`src/rtl/sr_reg_bank_pkg.sv`:
```
// Shared definitions for the SR register bank: conflict-resolution modes,
// the per-bit next-state function, and a few derived constants.
package sr_pkg;

    // Behaviour selected when set and reset are requested together
    localparam int SR_SET_DOM = 0;
    localparam int SR_RST_DOM = 1;
    localparam int SR_TOGGLE  = 2;
    localparam int SR_HOLD    = 3;

    typedef enum logic [1:0] {
        MODE_SET_DOM = 2'd0,
        MODE_RST_DOM = 2'd1,
        MODE_TOGGLE  = 2'd2,
        MODE_HOLD    = 2'd3
    } sr_mode_e;

    // Next state of a single SR cell. A 0/0 request always holds; the 1/1
    // request is resolved by mode, so no input combination yields X.
    function automatic logic sr_next(input logic [1:0] mode, input logic s,
                                     input logic r, input logic q);
        logic nxt;
        nxt = q;
        case ({s, r})
            2'b00: nxt = q;
            2'b10: nxt = 1'b1;
            2'b01: nxt = 1'b0;
            default: begin
                case (sr_mode_e'(mode))
                    MODE_SET_DOM: nxt = 1'b1;
                    MODE_RST_DOM: nxt = 1'b0;
                    MODE_TOGGLE:  nxt = ~q;
                    default:      nxt = q;
                endcase
            end
        endcase
        return nxt;
    endfunction

endpackage

```
`src/rtl/sr_reg_bank_sync.sv`:
```
// Input synchroniser: STAGES flops of WIDTH bits, no enable. STAGES=0
// collapses to a wire so the cell sees the raw request.
module sr_sync #(
    parameter int WIDTH  = 4,
    parameter int STAGES = 0
) (
    input  logic             clk,
    input  logic             rst_n,
    input  logic [WIDTH-1:0] d,
    output logic [WIDTH-1:0] q
);

    generate
        if (STAGES == 0) begin : g_pass
            assign q = d;
        end else begin : g_flops
            logic [STAGES-1:0][WIDTH-1:0] pipe;

            // Shift the request through the stage chain; reset discards
            // anything in flight.
            always_ff @(posedge clk or negedge rst_n) begin
                if (!rst_n) begin
                    pipe <= '0;
                end else begin
                    pipe[0] <= d;
                    for (int i = 1; i < STAGES; i++) begin
                        pipe[i] <= pipe[i-1];
                    end
                end
            end

            assign q = pipe[STAGES-1];
        end
    endgenerate

endmodule

```
`src/rtl/sr_reg_bank.sv`:
```
// Clocked bank of SR storage cells with selectable 1/1 resolution, optional
// request synchroniser, per-channel change pulses and sticky conflict
// reporting with a saturating cycle counter.
module sr_reg_bank
    import sr_pkg::*;
#(
    parameter int               WIDTH       = 4,
    parameter int               MODE        = SR_SET_DOM,
    parameter int               SYNC_STAGES = 0,
    parameter logic [WIDTH-1:0] RESET_VAL   = {WIDTH{1'b0}},
    parameter int               CNT_W       = 8
) (
    input  logic             clk,
    input  logic             rst_n,
    input  logic             en,
    input  logic [WIDTH-1:0] s,
    input  logic [WIDTH-1:0] r,
    input  logic             clr_conflict,
    output logic [WIDTH-1:0] q,
    output logic [WIDTH-1:0] q_n,
    output logic [WIDTH-1:0] changed,
    output logic [WIDTH-1:0] conflict,
    output logic [CNT_W-1:0] conflict_cnt
);

    localparam logic [1:0]       MODE_SEL = 2'(MODE);
    localparam logic [CNT_W-1:0] CNT_MAX  = '1;
    localparam logic [CNT_W-1:0] CNT_ONE  = CNT_W'(1);

    logic [WIDTH-1:0] ss;
    logic [WIDTH-1:0] rr;
    logic [WIDTH-1:0] q_nxt;
    logic [WIDTH-1:0] hit;
    logic             any_hit;

    sr_sync #(.WIDTH(WIDTH), .STAGES(SYNC_STAGES)) u_sync_s (
        .clk   (clk),
        .rst_n (rst_n),
        .d     (s),
        .q     (ss)
    );

    sr_sync #(.WIDTH(WIDTH), .STAGES(SYNC_STAGES)) u_sync_r (
        .clk   (clk),
        .rst_n (rst_n),
        .d     (r),
        .q     (rr)
    );

    // Next state per channel; en is sampled raw so it gates whatever ss/rr
    // are present at this edge.
    always_comb begin
        q_nxt = q;
        hit   = ss & rr & {WIDTH{en}};
        if (en) begin
            for (int i = 0; i < WIDTH; i++) begin
                q_nxt[i] = sr_next(MODE_SEL, ss[i], rr[i], q[i]);
            end
        end
        any_hit = |hit;
    end

    // Cell state and change pulse registered together so they line up.
    always_ff @(posedge clk or negedge rst_n) begin
        if (!rst_n) begin
            q       <= RESET_VAL;
            changed <= '0;
        end else begin
            q       <= q_nxt;
            changed <= q_nxt ^ q;
        end
    end

    // Sticky conflict flags and saturating count of conflict cycles. A clear
    // that coincides with a new conflict keeps only the new one.
    always_ff @(posedge clk or negedge rst_n) begin
        if (!rst_n) begin
            conflict     <= '0;
            conflict_cnt <= '0;
        end else if (clr_conflict) begin
            conflict     <= hit;
            conflict_cnt <= any_hit ? CNT_ONE : '0;
        end else begin
            conflict <= conflict | hit;
            if (any_hit && conflict_cnt != CNT_MAX) begin
                conflict_cnt <= conflict_cnt + CNT_ONE;
            end
        end
    end

    assign q_n = ~q;

endmodule

```
`config.mk`:
```
export PLATFORM = sky130hd
export DESIGN_NAME = sr_reg_bank
export DESIGN_NICKNAME = d
export VERILOG_FILES = /design/src/rtl/sr_reg_bank_pkg.sv /design/src/rtl/sr_reg_bank_sync.sv /design/src/rtl/sr_reg_bank.sv
export SDC_FILE = /design/constraint.sdc
export NUM_CORES = 1
export LEC_CHECK = 0
export BUFFER_PORTS_ARGS = -buffer_cell sky130_fd_sc_hd__buf_4
export CAP_MARGIN = 20
export CORE_MARGIN = 2
export CORE_UTILIZATION = 52
export DETAILED_ROUTE_END_ITERATION = 10
export PLACE_DENSITY = 0.86
export SYNTH_ARGS = -nofsm -noshare
export SYNTH_HDL_FRONTEND = slang
export SYNTH_HIERARCHICAL = 1
export SYNTH_SLANG_ARGS = --single-unit
```
`constraint.sdc`:
```
create_clock -name clk -period 3.9 [get_ports clk]
set_clock_uncertainty 0.05 [all_clocks]
set_input_delay 0.195 -clock clk [delete_from_list [all_inputs] [get_ports clk]]
set_output_delay 0.195 -clock clk [all_outputs]
set_load 0.03 [all_outputs]
```
==> results of run 1 <==
-- Yosys cell counts --
| cell type | number |
|---|---|
| buf_12 | 1 |
| o21ai_1 | 1 |
| or3_1 | 2 |
| ha_1 | 1 |
| inv_1 | 6 |
| and3_1 | 1 |
| mux2_1 | 2 |
| o21ai_4 | 1 |
| buf_6 | 1 |
| o41ai_1 | 2 |
| o31ai_1 | 1 |
| a22o_1 | 3 |
| dfrtp_1 | 20 |
| clkinv_1 | 1 |
| nor2_1 | 5 |
| nor2b_1 | 1 |
| a21oi_1 | 2 |
| or4_1 | 1 |
| a22o_4 | 2 |
| a32o_1 | 4 |
| nand3_1 | 1 |
| buf_4 | 8 |
| mux2i_1 | 1 |
| a22o_2 | 1 |
| nand3b_1 | 4 |
| o221ai_1 | 1 |
| nor3_1 | 2 |
| a21boi_0 | 4 |
| a21o_1 | 1 |
| o21ai_0 | 1 |
| clkbuf_1 | 2 |
| o311ai_1 | 2 |
| nand4_1 | 2 |
| nand2_1 | 13 |
-- registers in the layout (all words and copies together) (netlist names) --
name / count
conflict_cnt: 8
changed: 4
conflict: 4
q: 4
-- where the power goes --
part	total [µW]	leakage [µW]	switching (µW)	internal, µW
clock network	121	0.0000210	63.8	57.0
logic	127	0.000353	76.5	50.6
registers	234	0.000260	12.1	221
-- logic make-up after synthesis --
family / count (synthesis)
AOI/OAI and AO/OA: 26
adders and majority gates: 1
buffers and inverters: 19
DFF: 20
muxes: 3
and+or+nand+nor: 32
-- per-stage QoR --
step	total power, µW	utilization [%]	worst slack (ns)	std cells
floorplan	322	-	2.18	101
global placement	360	65.0	2.28	151
detailed placement	365	65.0	2.21	151
CTS	486	67.4	2.19	156
global route	505	67.4	2.04	156
finish	481	67.4	2.19	156
-- metal layers --
metal	part of all wire [%]	track usage, %	vias up
li1	-	-	417
met2	51	33.6	33
met4	0.80	8.57	0
met5	0	0	-
met3	6.9	3.68	2
met1	41	23.1	433
-- worst max-delay path, stage by stage (launching register included) --
cell and delay [ns]:
dfrtp_1 0.43, ha_1 0.23, nand3_1 0.18, o21ai_1 0.16, nor3_1 0.22, mux2_1 0.34
-- how the worst max path moves through the flow --
stage                          startpoint              end  slack [ns]  cells after the start
final                     conflict_cnt[0]  conflict_cnt[7]        2.19                      5
after floorplan           conflict_cnt[0]  conflict_cnt[7]        2.18                      5
after global routing      conflict_cnt[0]  conflict_cnt[5]        2.04                      5
after CTS                 conflict_cnt[0]  conflict_cnt[5]        2.19                      5
after global placement    conflict_cnt[0]  conflict_cnt[7]        2.28                      5
after detailed placement  conflict_cnt[0]  conflict_cnt[5]        2.21                      5
-- cell type report --
cell class	instances	area (µm²)	area share, %
Sequential cell	20	500	38.2
Timing Repair Buffer	36	273	20.8
Tap cell	27	33.8	2.58
Multi-Input combinational cell	62	439	33.6
Clock buffer	4	36.3	2.77
Inverter	7	26.3	2.01
==> flow_summary.yaml, run 1 <==
pwr:
  ir_drop_mv: 0.258
  power_density_nw_per_um2: 368
  leakage_uw: 0.000634
global_routing:
  overflow: 0
  grt_usage_pct: 19.4
  grt_pass1_vias: 888
  grt_antenna_before_repair: 0
  grt_pass1_wl_um: 3640
  grt_max_degree: 21
min_path:
  hp-start: "clr_conflict"
  min_path_type: "input pin to flip-flop"
  worstHoldEndpoint: "conflict_cnt[4]"
  holdPathStages: 2
synth:
  yosysUniqueCellTypes: 34
  synth-compound-area-share_pct: 22.2
  ys_top_cells_by_area: "dfrtp_1 47%, buf_4 5.6%, nand2_1 4.6%"
  synth_fa_ha_area_share_pct: 1.18
  syn_area_um2: 1060
  synthXorXnorAreaFrac_pct: 0
  syn_area_per_cell_um2: 10.5
  syn_inst: 101
  synth_top_family_by_area: "compound AO/OA/AOI/OAI gates"
  synth_top_cell_area_share_pct: 47.0
  synth_simple_gate_area_share_pct: 14.8
  syn_nets: 114
  ys_seq_area_share_pct: 47.0
  synth_area_leader_cell: "dfrtp_1"
  muxShareOfSynthArea_pct: 3.06
  yosysWarnings: 6
  synth_seq_cells: 20
die:
  die_h_um: 49.3
  die_x_um: 49.3
  coreArea_um2: 1940
  fp-row-count: 16
  die-area_um2: 2430
  start_util_pct: 54.8
  ios: 36
cells_and_area:
  antennaDiodeCount: 0
  stdcell_area_um2: 1310
  mostFrequentLayoutCells: "35 x buf_4, 20 x dfrtp_1, 13 x nand2_1, 6 x inv_1, 5 x nor2_1"
  layout.nets: 143
  fill_cells: 171
  areaGrowthSynthToFinish_pct: 22.9
  final_common_cell: "buf_4"
  drive_gt1_share_pct: 33.3
outcome:
  status: "completed"
sta:
  final.setup.tns_ns: 0
  clock.fmax_mhz: 584
  hold_viol_final: 0
  fin_crit_sh_pct: 43.9
  rsz0062_at_grt: "no"
  hold_slack_ns: 0.0551
  setup_violations: 0
  fin_crit_ns: 1.71
  slew_headroom_pct: 78.0
  tightestPinTransition_ns: 0.328
  drv_slew: 0
worst_setup_path:
  r2r_cells: 5
  r2r_start: "conflict_cnt[0]"
  reg2reg_to: "conflict_cnt[7]"
  startpoint_type: "flip-flop"
  crit_fanout: 6
  crit_type: "flip-flop to flip-flop"
  reg2reg_slack_ns: 2.19
  required_ns: 4.05
  crit_arrival_ns: 1.86
  cp-end-kind: "flip-flop"
clocking:
  cts_made_buffers: 3
  clock_latency_ns: 0.30
  htreeDepth: 1
  postCtsSetupBuffers: 0
  cts_tree: "built"
  clk_pin_slew_worst_paths_ns: 0.11
  cts_num_sinks: 20
  root_buffer: "clkbuf_4"
  postCtsHoldBufs: 1
  cts_buffer_depth: 2
  ctsResizeCount: 0
placed_design:
  gp_congestion: 0.828
  dp_hpwl_um: 1600
  place_area_um2: 1260
  port_buffers: 35
routing:
  vias: 885
  routed_wl_um: 2140
  viasPerCell: 5.67
  ant_nets: 0
  drt_pass1_iterations: 4
  initialDrtViolationCount: 27
  drc: 0
  post_drt_wl_per_cell_um: 13.7
run:
  max_cap_violations: 0
Power figures use the tool's default switching activity.
==> inputs of run 2 (changes only) <==
- CORE_UTILIZATION: 52 -> 49
- PLACE_DENSITY: 0.86 -> 0.82
- clock period: 3.9 -> 1.65 ns (I/O delays scaled with it)
==> run 2 against run 1 <==
Net effect: final area increased by 10%; setup slack lost 2.2 ns; sequential power rose by 140%; routed wire length rose by 8.8%; flip-flop and latch count is the same; combinational power increased to 2.6 times the previous value; critical path type is now input pin to flip-flop.
==> flow_summary.yaml, run 2 (synthesis gave the netlist of run 1 again) <==
outcome:
  status: "completed"
placed_design:
  port_buffers: 35
  dp_slack_ns: 0.0177
  gp_congestion: 0.808
  dp_hpwl_um: 1570
pwr:
  cellInternalPower_uw: 912
  swShare_pct: 29.0
  ir_drop_mv: 0.634
  p_sw_uw: 372
  p_comb_share_pct: 26.0
  total_power_uw: 1280
  p_clk_share_pct: 31.1
  p_seq_share_pct: 42.9
  power_density_nw_per_um2: 891
  leakage_uw: 0.000681
worst_setup_path:
  slowest_stage: "dlygate4sd3_1"
  cp-end-kind: "flip-flop"
  required_ns: 1.84
  worst_path_largest_cell_delay_ns: 0.54
  cpMostUsedCell: "buf_4"
  startpoint_type: "input pin"
  crit_type: "input pin to flip-flop"
  crit_fanout: 7
  cp_cell_sequence: "dlygate4sd3_1 -> buf_4 -> a22o_4 -> o21ai_4 -> buf_4 -> or4_1 -> a21oi_2"
  crit_arrival_ns: 1.82
die:
  fp-row-count: 16
  die_h_um: 50.6
  die_x_um: 50.6
  coreArea_um2: 2000
  die-area_um2: 2560
  start_util_pct: 53.2
  ios: 36
routing:
  viasPerCell: 5.55
  vias: 921
  initialDrtViolationCount: 21
  drc: 0
  ant_nets: 0
  drt_pass1_iterations: 4
  post_drt_wl_per_cell_um: 14.0
  routed_wl_um: 2320
global_routing:
  overflow: 0
  grt_usage_pct: 19.6
  grt_pass1_vias: 866
  grt_antenna_before_repair: 0
  grt_pass1_wl_um: 3740
  grt_max_degree: 21
clocking:
  cts_num_sinks: 20
  cts_made_buffers: 3
  clk_pin_slew_worst_paths_ns: 0.11
  cts_tree: "built"
  cts_buffer_depth: 2
  root_buffer: "clkbuf_4"
  clock_latency_ns: 0.30
  htreeDepth: 1
cells_and_area:
  layout.nets: 153
  final_common_cell: "buf_4"
  mostFrequentLayoutCells: "40 x buf_4, 18 x dfrtp_1, 13 x nand2_1, 6 x inv_1, 6 x dlygate4sd3_1"
  fill_cells: 163
  largest_reg_flops: 8
  antennaDiodeCount: 0
  largest_register: "conflict_cnt"
  areaGrowthSynthToFinish_pct: 35.5
  drive_gt1_share_pct: 39.6
sta:
  fin_ws_ns: 0.0200
  fin_crit_sh_pct: 98.8
  hold_viol_final: 0
  setup_violations: 0
  tightestPinTransition_ns: 0.280
  fin_crit_ns: 1.63
  clock.fmax_mhz: 614
  rsz0062_at_grt: "no"
  final.setup.tns_ns: 0
  slew_headroom_pct: 81.1
  hold_slack_ns: 0.0114
  drv_slew: 0
run:
  max_cap_violations: 0
min_path:
  min_path_type: "input pin to flip-flop"
==> run 2: changes by cell type in the layout (fill, tap and decap cells not counted), sizes merged <==
| cell | delta |
|---|---|
| buf | +5 |
| bufinv | +1 |
| clkbuf | -1 |
| dlygate4sd3 | +5 |
==> run 2: path summary, 6_finish.rpt <==
check	from	end	slack [ns]	cells past startpoint
setup / recovery	s[0]	conflict_cnt[4]	0.02	7
hold / removal	r[0]	conflict[0]	0.01	2
setup reg to reg	conflict_cnt[0]	conflict_cnt[4]	0.11	5
hold reg to reg	conflict[0]	conflict[0]	0.47	1
max in group asynchronous	rst_n	conflict_cnt[1]	1.20	2
min in group asynchronous	rst_n	conflict_cnt[2]	0.13	2
==> run 2: area by class of cell <==
| type | count | area [µm²] | share of cell area (%) |
|---|---|---|---|
| well taps | 27 | 33.8 | 2.34 |
| clock inverters | 1 | 30.0 | 2.08 |
| flip-flops and latches | 20 | 503 | 34.9 |
| repair buffers | 46 | 360 | 25.0 |
| inverters | 7 | 26.3 | 1.82 |
| clock buffers | 3 | 22.5 | 1.56 |
| multi-input cells | 62 | 467 | 32.4 |
==> run 2: what timing repair did <==
action	in CTS	in global routing
gates resized for setup	0	5
endpoints found under the setup margin	1	4
pin swaps	1	1
buffers inserted	0	5
cloned	0	0
hold buffers	6	0
hold endpoints to repair	27	0
==> run 2: power groups by stage <==
| stage | clock [µW] | combinational [µW] | sequential, µW |
|---|---|---|---|
| final | 399 | 334 | 551 |
| after floorplan | 0 | 137 | 627 |
| after CTS | 403 | 314 | 553 |
| after global placement | 0 | 296 | 559 |
| after global routing | 431 | 358 | 557 |
| after detailed placement | 0 | 302 | 562 |
==> run 2: metrics by stage <==
stage / cell area (µm²) / util, % / instances
3_3_place_gp: 1270 / 63.4 / 151
5_1_grt: 1440 / 72.1 / 166
4_1_cts: 1380 / 69.1 / 161
6_report: 1440 / 72.1 / 166
3_5_place_dp: 1270 / 63.4 / 151
2_1_floorplan: 1070 / - / 101
==> run 2: metal layers <==
| metal | global-route usage [%] | up-vias | wire length [µm] |
|---|---|---|---|
| met5 | 0 | - | 0 |
| met4 | 5.41 | 0 | 6 |
| met3 | 3.27 | 2 | 138 |
| met2 | 36.8 | 33 | 1230 |
| met1 | 22.7 | 448 | 948 |
| li1 | - | 438 | - |
==> run 2: worst max-delay path: cells and delay by family <==
kind | cells | cell delay [ns]
AO/OA/AOI/OAI | 3 | 0.39
buffers and inverters | 3 | 0.83
AND/OR/NAND/NOR | 1 | 0.52
